`src/rtl/if_fetch_queue.sv`:
```
// if_fetch_queue: PC + combinational ROM fetch into a DEPTH-entry {pc, inst} prefetch FIFO drained by decode.
// Define IF_PERF_CNT_EN to add saturating fetch_cnt/flush_cnt performance counters.
module if_fetch_queue #(
  parameter int A     = 8,
  parameter int IW    = 9,
  parameter int DEPTH = 4
) (
  input  logic                     clk,
  input  logic                     reset,
  input  logic [A-1:0]             inst_addr_reset,
  output logic [A-1:0]             rom_addr,
  input  logic [IW-1:0]            rom_data,
  input  logic                     ctrl_branch,
  input  logic                     take_branch,
  input  logic [A-1:0]             inst_addr_in,
  input  logic                     halt,
  output logic                     out_valid,
  input  logic                     out_ready,
  output logic [IW-1:0]            out_inst,
  output logic [A-1:0]             out_pc,
  output logic                     halted,
  output logic [$clog2(DEPTH):0]   count
`ifdef IF_PERF_CNT_EN
  ,
  output logic [15:0]              fetch_cnt,
  output logic [15:0]              flush_cnt
`endif
);
  localparam int PW = $clog2(DEPTH);
  localparam int CW = PW + 1;
  logic [A-1:0]  pc_q, pc_d, hpc_q, hpc_d;
  logic [IW-1:0] hin_q, hin_d;
  logic [CW-1:0] count_q, count_d, remain;
  logic [PW-1:0] rd_q, rd_d, wr_q, wr_d;
  logic          halted_q, redirect, pop, push;
  logic [A-1:0]  pcm [DEPTH];
  logic [IW-1:0] im [DEPTH];
  assign redirect  = ctrl_branch & take_branch;
  assign out_valid = count_q != '0;
  assign pop       = out_valid & out_ready & !redirect;
  assign push      = !halted_q & !halt & !redirect & ((count_q < CW'(DEPTH)) | pop);
  assign rom_addr  = pc_q;
  assign out_pc    = hpc_q;
  assign out_inst  = hin_q;
  assign halted    = halted_q;
  assign count     = count_q;
  // Head registers track the next head; if the queue would otherwise be empty it is the entry pushed now.
  always_comb begin
    remain  = count_q - CW'(pop);
    pc_d    = redirect ? inst_addr_in : push ? pc_q + A'(1) : pc_q;
    count_d = redirect ? '0 : remain + CW'(push);
    rd_d    = redirect ? '0 : rd_q + PW'(pop);
    wr_d    = redirect ? '0 : wr_q + PW'(push);
    hpc_d   = (count_d == '0) ? hpc_q : (remain == '0) ? pc_q : pcm[rd_d];
    hin_d   = (count_d == '0) ? hin_q : (remain == '0) ? rom_data : im[rd_d];
  end
  always_ff @(posedge clk) begin
    if (!reset) begin
      pc_q     <= inst_addr_reset;
      count_q  <= '0;
      rd_q     <= '0;
      wr_q     <= '0;
      halted_q <= 1'b0;
      hpc_q    <= '0;
      hin_q    <= '0;
    end else begin
      pc_q     <= pc_d;
      count_q  <= count_d;
      rd_q     <= rd_d;
      wr_q     <= wr_d;
      halted_q <= halted_q | halt;
      hpc_q    <= hpc_d;
      hin_q    <= hin_d;
      if (push) begin
        pcm[wr_q] <= pc_q;
        im[wr_q]  <= rom_data;
      end
    end
  end
`ifdef IF_PERF_CNT_EN
  logic [15:0] fetch_cnt_q, flush_cnt_q;
  always_ff @(posedge clk) begin
    if (!reset) begin
      fetch_cnt_q <= '0;
      flush_cnt_q <= '0;
    end else begin
      if (push && fetch_cnt_q != 16'hFFFF) fetch_cnt_q <= fetch_cnt_q + 16'd1;
      if (redirect && flush_cnt_q != 16'hFFFF) flush_cnt_q <= flush_cnt_q + 16'd1;
    end
  end
  assign fetch_cnt = fetch_cnt_q;
  assign flush_cnt = flush_cnt_q;
`endif
endmodule

```
`config.mk`:
```
export PLATFORM = sky130hd
export DESIGN_NAME = if_fetch_queue
export DESIGN_NICKNAME = d
export VERILOG_FILES = /design/src/rtl/if_fetch_queue.sv
export SDC_FILE = /design/constraint.sdc
export NUM_CORES = 1
export LEC_CHECK = 0
export ABC_AREA = 1
export ABC_CLOCK_PERIOD_IN_PS = 6900
export CORE_MARGIN = 8
export CORE_UTILIZATION = 45
export CTS_CLUSTER_SIZE = 30
export DETAILED_ROUTE_END_ITERATION = 7
export PLACE_DENSITY = 0.67
export SKIP_CTS_REPAIR_TIMING = 1
export SLEW_MARGIN = 10
export SYNTH_ARGS = -nofsm -noshare
export SYNTH_HDL_FRONTEND = slang
export SYNTH_SLANG_ARGS = --single-unit
```
`constraint.sdc`:
```
create_clock -name clk -period 6.9 [get_ports clk]
set_clock_uncertainty 0.15 [all_clocks]
set_input_delay 1.38 -clock clk [delete_from_list [all_inputs] [get_ports clk]]
set_output_delay 1.38 -clock clk [all_outputs]
set_load 0.02 [all_outputs]
```
[Word-level counts from Yosys, hierarchy flattened]
Memories as Yosys holds them, arrays and structs flattened.
Cells that the tools add are included.
Word-level totals
  register bits: 33
  RAM bits: 68
  input bits: 31
  output and inout port bits: 30
  logic and storage cells: 42
  memories kept: 2
Operators by class
  add/subtract/negate cells: 5
  magnitude comparators: 1
  eq/ne operators: 1
  muxes and demuxes: 10
  bitwise gates (word level): 9
  reductions and logical operators: 7
Memories
  im: depth 4, bits a word 9, read ports 1, clocked after memory_dff 0, wr ports 1, RTL line 37  | logic [IW-1:0] im [DEPTH];
  pcm: depth 4, bits a word 8, read ports 1, clocked after memory_dff 0, wr ports 1, RTL line 36  | logic [A-1:0] pcm [DEPTH];
Operators with widths (count)
  8-bit two-way mux: 4
  9-bit two-way mux: 1
  8-bit by 1-bit adder with 8-bit output, second input constant: 1
  1-bit AND: 6
  3-bit logical NOT: 2
  2-bit by 1-bit adder with 2-bit output: 2
  3-bit by 1-bit adder with 3-bit output: 1
  1-bit logical NOT: 3
  3-bit less-than comparator, second input constant: 1
  1-bit two-way mux: 3
  3-bit two-way mux: 1
  3-bit by 1-bit inequality test with 1-bit output, second input constant: 1
  3-bit nonzero test: 1
  3-bit by 1-bit subtractor with 3-bit output: 1
  2-bit two-way mux: 1
  1-bit OR: 2
  2-bit OR reduction: 1
  1-bit inverter: 1

[Logic depth before layout (Yosys ltp)]
Gate-level depths: netlist of the first run.
  depth in word-level cells: 8
  depth in mapped cells: 15
  gate-level depth less buffers: 14

[Worst setup path after synthesis of the first run]
Ideal clock, no wire load.
  kind: input to register
  start: input ctrl_branch
  end: memory im[0][0], enable pin
  library setup time: 413 ps
  data arrival time: 3261 ps
  required time: 6337 ps
  slack: 3077 ps
  stages: 6
  path buffers: 1
  path through: nand2_4 buf_4 nand2_1 a21oi_1 nand2_1 nor3_1
Between the ends
  cells in the longest elaborated chain, start to end: 8
  elaborated cells on any way between the ends: 9
  those cells by class: 3 x mux; 5 x bitwise; 1 x reduce/logical
Ends and longest elaborated chain
  from (decl): RTL line 13  | input logic ctrl_branch,
  1-bit AND (*): RTL line 38  | assign redirect = ctrl_branch & take_branch;
  1-bit logical NOT (*): RTL line 40, 41
  1-bit AND: RTL line 40  | assign pop = out_valid & out_ready & !redirect;
  1-bit OR: RTL line 41  | assign push = !halted_q & !halt & !redirect & ((count_q < CW'(DEPTH)) | pop);
  1-bit AND (*): RTL line 41
  1-bit two-way mux (*): RTL line 74  | if (push) begin
  1-bit two-way mux (*): RTL line 58  | if (!reset) begin
  1-bit two-way mux (not written as such) (*): RTL line 76  | im[wr_q] <= rom_data;
  to (decl): RTL line 37
Every way passes the cells marked *; elsewhere a longest branch is shown, timed or not.

[Worst setup path in the final report of the first run]
  start: input ctrl_branch
  end: register hpc_q[6] (netlist: out_pc[6])
Between the ends
  cells in the longest elaborated chain, start to end: 8
  elaborated cells on any way between the ends: 15
  those cells by class: 3 x add/sub; 3 x mux; 5 x bitwise; 3 x reduce/logical; 1 x memory
Ends and longest elaborated chain
  1-bit AND (*): RTL line 38
  branches (longest 7 deep; another with 3-bit by 1-bit subtractor with 3-bit output)
  to (signal assigned): RTL line 72  | hpc_q <= hpc_d;
  to (decl): RTL line 31  | logic [A-1:0] pc_q, pc_d, hpc_q, hpc_d;
Mark *: on every way between the ends.
A chain may end at the register's enable or synchronous reset.

==> run summary, run 1 <==
Fin cells: 705
Drt drc: 0
Post-DP HPWL: 7190 um
CTS Buffer Depth: 2
Sequential share of the synthesized area: 58.7%
Yosys top cell by area: edfxtp_1
Die Y: 119 um
Sink Count: 101
Max-slew violations: 0
Via/cell ratio: 5.08
Setup Crit Path Kind: in2reg
Crit start category: input pin
Root Buffer: clkbuf_8
Core ar.: 0.0103 mm2
Most frequent cells in the layout: 124 x nand2_1, 102 x nor2_1, 76 x edfxtp_1, 60 x clkdlybuf4s50_1, 59 x nand3_1
Total routed wirelength: 11,500 um
Peak Freq: 212 MHz
Synth cell types: 31
Slowest cell delay on critical path: 0.68 ns
DR vias: 3,581
Mean area per synthesized cell: 9.22 um2
IO Pins: 61
Cell Area, Synth: 0.00474 mm2
Final #Nets: 602
Worst EP arrival: 4.88 ns
Post-Place Cells: 689
Worst setup EP type: flop
WP data required: 7.05 ns
Filler cells: 945
Worst path slowest cell: o21ai_2
CTS H-tree lvls: 3
Slew headroom: 25.2%
Power per cell area: 333 mW/mm2
Max VDD drop: 126 uV
Final Hold Fails: 0
Clock slew at reported path FFs: 0.09 ns
Number of global-route vias before repair: 3,611
Drt pass-1 iters: 5
Final core occ: 54.7%
Multi-input gate area: 0.00173 mm2
Maxcap violations: 0
Final Critical Period: 4.72 ns
DR iter-0 viols: 250
Antenna Cells: 0
GRT Overall Usage: 16.3%
Die width: 119 um
Starting density of the core: 46.1%
Critical-path cell list: clkdlybuf4s50_1, nand2_4, inv_1, nor2_1, ha_1, ha_1, inv_1, ha_1, o21ai_2, nand2_4, nand2_1, nor2_1, nor2_1
Area growth from synthesis to layout: 18.7%
Worst Tran Pin Value: 1.12 ns
Num rows: 37
Hold crit path type: reg2reg
First-pass GRT wire length: 18,400 um
P_leak: 0.00229 uW
Hold slack: 0.337 ns
Largest net degree at the start of global routing: 53
Share of layout cells above drive strength 1: 8.26%
Outcome: complete, no violations
Final setup TNS: 0 ns
Sequential cell area: 0.00278 mm2
WL/cell: 16.3 um
Period utilization: 68.4%
CP Max Fanout: 52
Seq cells post-synth: 101
Syn_nets: 552
Largest cells by area after synthesis: edfxtp_1 48%, dfxtp_1 11%, nand2_1 9.8%, nor2_1 8.1%, nand3_1 6.2%
GPL Wtd Cong: 0.822
Top cell type's share of synthesized area: 48.2%
Gr ovfl total: 0
Ys Warns: 0
Die area: 0.0141 mm2
Clk_lat worst skew: 0.36 ns
DRT antenna net count: 0
PortBufs: 60
CTS buffer count: 9
RSZ-0062 raised after global routing: false
Commonest non-fill, non-tap cell in the layout: nand2_1
Antenna violations before repair: 0
Mapped Cells: 514
TritonCTS clock tree: yes
# setup viols final: 0
report_power, final:
| group | total (uW) | switching (uW) | internal, uW | leakage, uW |
|---|---|---|---|---|
| logic | 722 | 437 | 284 | 0.00129 |
| clock network | 369 | 203 | 166 | 0.0000987 |
| registers | 780 | 53.5 | 727 | 0.000902 |
| total | 1870 | 694 | 1180 | 0.00229 |
through the flow:
stage	power [uW]	setup slack, ns	area, um2
final	1870	2.18	5620
after CTS	1880	2.18	5620
after global routing	1980	1.90	5620
after detailed placement	1520	1.83	5430
after floorplan	1270	3.08	4740
after global placement	1500	1.91	5430
sequential cells by signal, summed over array words and instances (netlist names):
name	flops
pcm	32
rd_q	2
im	36
wr_q	2
out_inst	9
halted	1
rom_addr	8
count	3
out_pc	8
worst paths after layout:
| path | startpoint | slack (ns) | depth (start not counted) | end |
|---|---|---|---|---|
| worst max-delay path | ctrl_branch | 2.18 | 13 | out_pc[6] |
| worst min-delay path | halted | 0.34 | 2 | halted |
| worst max register to register | count[2] | 3.75 | 13 | out_pc[6] |
| worst min register to register | halted | 0.34 | 2 | halted |
cells by family after synthesis:
family	after synthesis	synth area share, %
AND/OR/NAND/NOR	330	31.6
flip-flops	101	58.7
buffers and inverters	58	5.60
AO/OA/AOI/OAI	16	1.88
adder cells (fa/ha/maj)	7	1.85
XOR/XNOR	2	0.370
critical path, delay by kind of cell:
kind                     cells  cell delay (ns)
buffers and inverters        3             0.90
adder cells (fa/ha/maj)      3             0.83
AND/OR/NAND/NOR              6             1.05
AO/OA/AOI/OAI                1             0.68
synthesized netlist by cell type (all sizes together):
cell type,number
dfxtp,25
xor2,1
edfxtp,76
nand4,3
o211ai,1
nand3b,18
o21ai,8
a21oi,5
clkbuf,4
or2,1
nor2,103
nor3,5
a31oi,2
nand2,139
xnor2,1
nand3,61
buf,18
ha,7
inv,36
layer usage:
metal	wire length [um]	global-route usage [%]	vias to the layer above
li1	-	-	1790
met2	5750	27.6	102
met3	732	2.81	5
met4	76	6.72	0
met1	4920	20.1	1684
met5	0	0	-
cell type report:
class / instances / area share, %
clock inverter: 7 / 1.18
multi-input combinational: 355 / 30.8
inverter: 36 / 2.45
clock buffer: 9 / 2.20
sequential: 101 / 49.5
timing repair buffer: 61 / 10.8
tap: 136 / 3.03
Power figures use the tool's default switching activity.
==> inputs of run 2 (changes only) <==
--- a/config.mk
+++ b/config.mk
@@ -6,12 +6,12 @@
 export NUM_CORES = 1
 export LEC_CHECK = 0
 export ABC_AREA = 1
-export ABC_CLOCK_PERIOD_IN_PS = 6900
+export ABC_CLOCK_PERIOD_IN_PS = 4000
 export CORE_MARGIN = 8
 export CORE_UTILIZATION = 45
 export CTS_CLUSTER_SIZE = 30
 export DETAILED_ROUTE_END_ITERATION = 7
-export PLACE_DENSITY = 0.67
+export PLACE_DENSITY = 0.7
 export SKIP_CTS_REPAIR_TIMING = 1
 export SLEW_MARGIN = 10
 export SYNTH_ARGS = -nofsm -noshare
==> constraint.sdc (replaced) <==
create_clock -name clk -period 4 [get_ports clk]
set_clock_uncertainty 0.15 [all_clocks]
set_input_delay 0.8 -clock clk [delete_from_list [all_inputs] [get_ports clk]]
set_output_delay 0.8 -clock clk [all_outputs]
set_load 0.02 [all_outputs]
==> run 2 against run 1 <==
Effect of this change: count of clock-buffer cells in the layout stayed put; worst setup slack worse by 1.4 ns; die area is the same; sequential share of layout area decreased by 0.38 points; highest routed layer unchanged; core utilization up 0.43 points; critical endpoint is now out_inst[8]; cell count increased by 1.4%; sequential power increased by 73%; register-to-register slack worse by 2.6 ns; first-iteration DRC count grew 8.0%; total power increased by 71%; clock power increased by 64%.
==> run summary, run 2 (synthesized netlist as in run 1, its figures left out) <==
Outcome: complete, no violations
Reg power frac: 42.1%
DRT antenna net count: 0
WHS Endpoint: halted
Total routed wirelength: 11,300 um
Die Y: 119 um
Hold Path Origin: halted
Max reg flops: 36
RSZ-0062 raised after global routing: false
Max VDD drop: 239 uV
WP data required: 4.16 ns
Switching power: 1210 uW
TritonCTS clock tree: yes
DR iter-0 viols: 270
Final Critical Period: 3.24 ns
Multi-input gate area: 0.00171 mm2
Post-DP HPWL: 7300 um
Final Hold Fails: 0
Share of layout cells above drive strength 1: 9.84%
Clock slew at reported path FFs: 0.10 ns
Root Buffer: clkbuf_8
RR Startpoint: count[2]
CTS buffer count: 9
Period utilization: 81.1%
Area after DPL: 0.00548 mm2
Antenna violations before repair: 0
Dpl ws: 0.358 ns
WL/cell: 15.9 um
CTS Buffer Depth: 2
Top reg by flops: im
Peak Freq: 308 MHz
Drt pass-1 iters: 5
P_leak: 0.00233 uW
Worst EP arrival: 3.40 ns
Largest net degree at the start of global routing: 51
CP Max Fanout: 17
Die area: 0.0141 mm2
Commonest non-fill, non-tap cell in the layout: nand2_1
Worst reg-to-reg setup slack: 1.16 ns
Max-slew violations: 0
# setup viols final: 0
Crit start category: input pin
Die width: 119 um
Power per cell area: 565 mW/mm2
Clock Power Share: 18.9%
Number of global-route vias before repair: 3,578
Worst setup EP type: flop
Filler cells: 942
Final instance area: 0.00567 mm2
Antenna Cells: 0
Internal power: 1990 uW
Final #Nets: 612
Starting density of the core: 46.1%
PortBufs: 60
Final core occ: 55.1%
Most frequent cells in the layout: 124 x nand2_1, 102 x nor2_1, 76 x edfxtp_1, 60 x clkdlybuf4s50_1, 59 x nand3_1
Gr ovfl total: 0
Core ar.: 0.0103 mm2
Sw Ratio: 37.9%
Hold path cells: 2
Slew headroom: 58.9%
Via/cell ratio: 5.10
Setup Crit Path Kind: in2reg
Maxcap violations: 0
CTS H-tree lvls: 3
Final setup TNS: 0 ns
R2R depth: 13
Worst Tran Pin Value: 0.617 ns
Worst Slack Setup Final: 0.756 ns
Sequential cell area: 0.00278 mm2
DR vias: 3,650
First-pass GRT wire length: 18,300 um
Num rows: 37
Hold crit path type: reg2reg
Sink Count: 101
Drt drc: 0
Clk_lat worst skew: 0.36 ns
Combinational share of power: 39.0%
Area growth from synthesis to layout: 19.6%
GRT Overall Usage: 16.2%
IO Pins: 61
GPL Wtd Cong: 0.804
Critical R2R Capture: out_inst[8]
==> run 2: how the worst max path moves through the flow <==
stage / slack, ns / to / cells past startpoint / start
2_1_floorplan: 0.76 / im[0][0] / 6 / ctrl_branch
3_3_place_gp: 0.44 / out_inst[8] / 13 / ctrl_branch
3_5_place_dp: 0.36 / out_inst[8] / 13 / ctrl_branch
4_1_cts: 0.74 / out_inst[8] / 13 / ctrl_branch
5_1_grt: 0.57 / out_pc[4] / 13 / take_branch
6_report: 0.76 / out_inst[8] / 13 / ctrl_branch
==> run 2: power by group through the flow <==
stage / combinational [uW] / clock, uW / sequential [uW]
after global placement: 1230 / 0 / 1370
after CTS: 1260 / 615 / 1350
after detailed placement: 1250 / 0 / 1370
after floorplan: 738 / 0 / 1460
after global routing: 1370 / 663 / 1360
final: 1250 / 605 / 1350
==> run 2: final cells by class <==
| type | count | area share [%] |
|---|---|---|
| repair buffers | 71 | 12.1 |
| inverters | 36 | 2.43 |
| clock inverters | 7 | 1.06 |
| well taps | 136 | 3.00 |
| flip-flops and latches | 101 | 49.1 |
| clock buffers | 9 | 2.19 |
| multi-input cells | 355 | 30.2 |
==> run 2: routing by layer <==
metal  routed length, um  share of wire [%]  up-vias  track usage, %
met1                4810                 42     1721            19.4
met2                5790                 51      100            28.6
met4                 159                1.4        0            5.30
li1                    -                  -     1816               -
met5                   0                  0        -               0
met3                 575                5.1       13            3.28
==> run 2: critical path, stage by stage <==
cell and delay (ns):
clkdlybuf4s50_1 0.50, nand2_4 0.06, inv_1 0.07, nor2_1 0.06, ha_1 0.18, ha_1 0.33, inv_1 0.06, ha_1 0.32
o21ai_2 0.46, nand2_4 0.28, nand2_1 0.15, nor2_1 0.05, nor2_1 0.08
==> run 2: metrics by stage <==
stage	instances	total power [uW]	hold slack, ns
after detailed placement	699	2620	0.327
after global placement	699	2600	0.313
after floorplan	514	2200	0.377
after CTS	715	3220	0.352
final	715	3200	0.345
after global routing	715	3390	0.409
==> inputs of run 3 (changes only) <==
--- a/config.mk
+++ b/config.mk
@@ -6,7 +6,7 @@
 export NUM_CORES = 1
 export LEC_CHECK = 0
 export ABC_AREA = 1
-export ABC_CLOCK_PERIOD_IN_PS = 4000
+export ABC_CLOCK_PERIOD_IN_PS = 2800
 export CORE_MARGIN = 8
 export CORE_UTILIZATION = 45
 export CTS_CLUSTER_SIZE = 30
==> constraint.sdc (replaced) <==
create_clock -name clk -period 2.8 [get_ports clk]
set_clock_uncertainty 0.15 [all_clocks]
set_input_delay 0.56 -clock clk [delete_from_list [all_inputs] [get_ports clk]]
set_output_delay 0.56 -clock clk [all_outputs]
set_load 0.02 [all_outputs]
==> run 3 against run 2 <==
Effect of this change: worst hold slack worse by 0.0069 ns; first-iteration DRC count decreased by 8.1%; sequential cell count unchanged; worst setup slack worse by 0.66 ns; clock power up 54%; critical path type unchanged; global-route usage increased by 0.16 points; highest routed layer unchanged; count of clock-buffer cells in the layout unchanged; die area unchanged; via count grew 2.5%; design area grew 5.4%; cell count grew 3.2%.
==> run summary, run 3 (synthesized netlist as in run 1, its figures left out) <==
CP dominant cell by count: ha_1
Commonest non-fill, non-tap cell in the layout: nand2_1
Outcome: complete, no violations
Share of layout cells above drive strength 1: 13.6%
DRT antenna net count: 0
Most frequent cells in the layout: 124 x nand2_1, 101 x nor2_1, 76 x edfxtp_1, 60 x clkdlybuf4s50_1, 58 x nand3_1
Gr ovfl total: 0
Number of global-route vias before repair: 3,771
Switching power: 1770 uW
Core ar.: 0.0103 mm2
Internal power: 3110 uW
Starting density of the core: 46.1%
GPL Wtd Cong: 0.799
Final setup TNS: 0 ns
Worst Tran Pin Value: 0.603 ns
GRT Overall Usage: 16.4%
WL/cell: 15.6 um
Max VDD drop: 439 uV
Drt drc: 0
M1 wire length: 4960 um
Clock slew at reported path FFs: 0.10 ns
Clock Power Share: 19.1%
Final #Nets: 635
Combinational share of power: 42.1%
Crit start category: input pin
Final Critical Period: 2.70 ns
Drt pass-1 iters: 5
Worst setup EP type: flop
Final Power: 4880 uW
Num rows: 37
Sink Count: 101
DR vias: 3,740
Max-slew violations: 0
PortBufs: 60
Met3 wire length: 471 um
Top layer in use: met4
Max reg flops: 36
Die Y: 119 um
Antenna violations before repair: 0
Top reg by flops: im
Worst EP arrival: 2.81 ns
Routed wl met2: 6010 um
P_leak: 0.00246 uW
CTS H-tree lvls: 3
Power per cell area: 816 mW/mm2
Antenna Cells: 0
Critical-path cell list: clkdlybuf4s50_1, nand2_4, inv_1, nor2_2, ha_1, inv_1, ha_1, ha_1, o21ai_4, buf_6, nand3b_1, nand2_1, nor2_1
Post-DP HPWL: 7780 um
CTS Buffer Depth: 2
Via/cell ratio: 5.07
Reg power frac: 38.8%
Peak Freq: 370 MHz
Hold crit path type: reg2reg
CTS buffer count: 9
# setup viols final: 0
TritonCTS clock tree: yes
Area growth from synthesis to layout: 26.1%
Die width: 119 um
Maxcap violations: 0
Period utilization: 96.6%
Sw Ratio: 36.2%
First-pass GRT wire length: 18,700 um
Root Buffer: clkbuf_8
IO Pins: 61
CP Max Fanout: 17
Worst reg-to-reg setup slack: 0.28 ns
Largest net degree at the start of global routing: 51
Final Hold Fails: 0
Die area: 0.0141 mm2
Clk_lat worst skew: 0.36 ns
WP data required: 2.91 ns
DR iter-0 viols: 248
Slowest cell delay on critical path: 0.51 ns
Worst path slowest cell: clkdlybuf4s50_1
Total routed wirelength: 11,500 um
Slew headroom: 59.8%
Setup Crit Path Kind: in2reg
-- run 3: cell types whose count changed in the layout (fill, tap and decap cells not counted), moves of 2 or more --
cell / before / now
clkinvlp_4: 0 / 3
clkinv_4: 4 / 1
buf_12: 0 / 7
buf_4: 11 / 25
buf_6: 0 / 2
-- run 3: path summary, 6_finish.rpt --
kind	endpoint	from	depth (start not counted)
max	out_pc[3]	ctrl_branch	13
min	halted	halted	2
max reg2reg	out_pc[3]	count[2]	13
min reg2reg	halted	halted	2
-- run 3: critical path, delay by kind of cell --
kind	cells	cell delay, ns
simple gates	5	0.34
compound gates	1	0.25
buf+inv	4	0.87
fa+ha+maj	3	0.80
-- run 3: stage by stage --
| step | cells | cell area, um2 | setup slack (ns) | hold slack, ns | util [%] |
|---|---|---|---|---|---|
| after CTS | 738 | 5950 | 0.0767 | 0.352 | 57.9 |
| after floorplan | 514 | 4750 | -0.228 | 0.377 | - |
| final | 738 | 5970 | 0.0963 | 0.338 | 58.1 |
| after detailed placement | 722 | 5750 | -0.307 | 0.330 | 56.0 |
| after global routing | 738 | 5970 | -0.000499 | 0.397 | 58.1 |
| after global placement | 722 | 5750 | -0.198 | 0.316 | 56.0 |
-- run 3: final cells by class --
cell class	count	area, um2
clock buffer	9	124
clock inverter	7	75.1
fill	909	4300
inverter	36	138
multi-input combinational	355	1730
sequential	101	2780
tap	136	170
timing repair buffer	94	951
-- run 3: layer usage --
metal  vias to the layer above  track usage (%)
met4                         0             4.90
met5                         -                0
li1                       1850                -
met2                        78             29.3
met3                         6             4.00
met1                      1806             19.0
-- run 3: power groups by stage --
stage | clock network (uW) | registers [uW] | logic [uW]
finish | 931 | 1890 | 2050
global route | 1000 | 1910 | 2250
CTS | 946 | 1890 | 2050
detailed placement | 0 | 1920 | 2040
global placement | 0 | 1920 | 2000
floorplan | 0 | 2090 | 1070
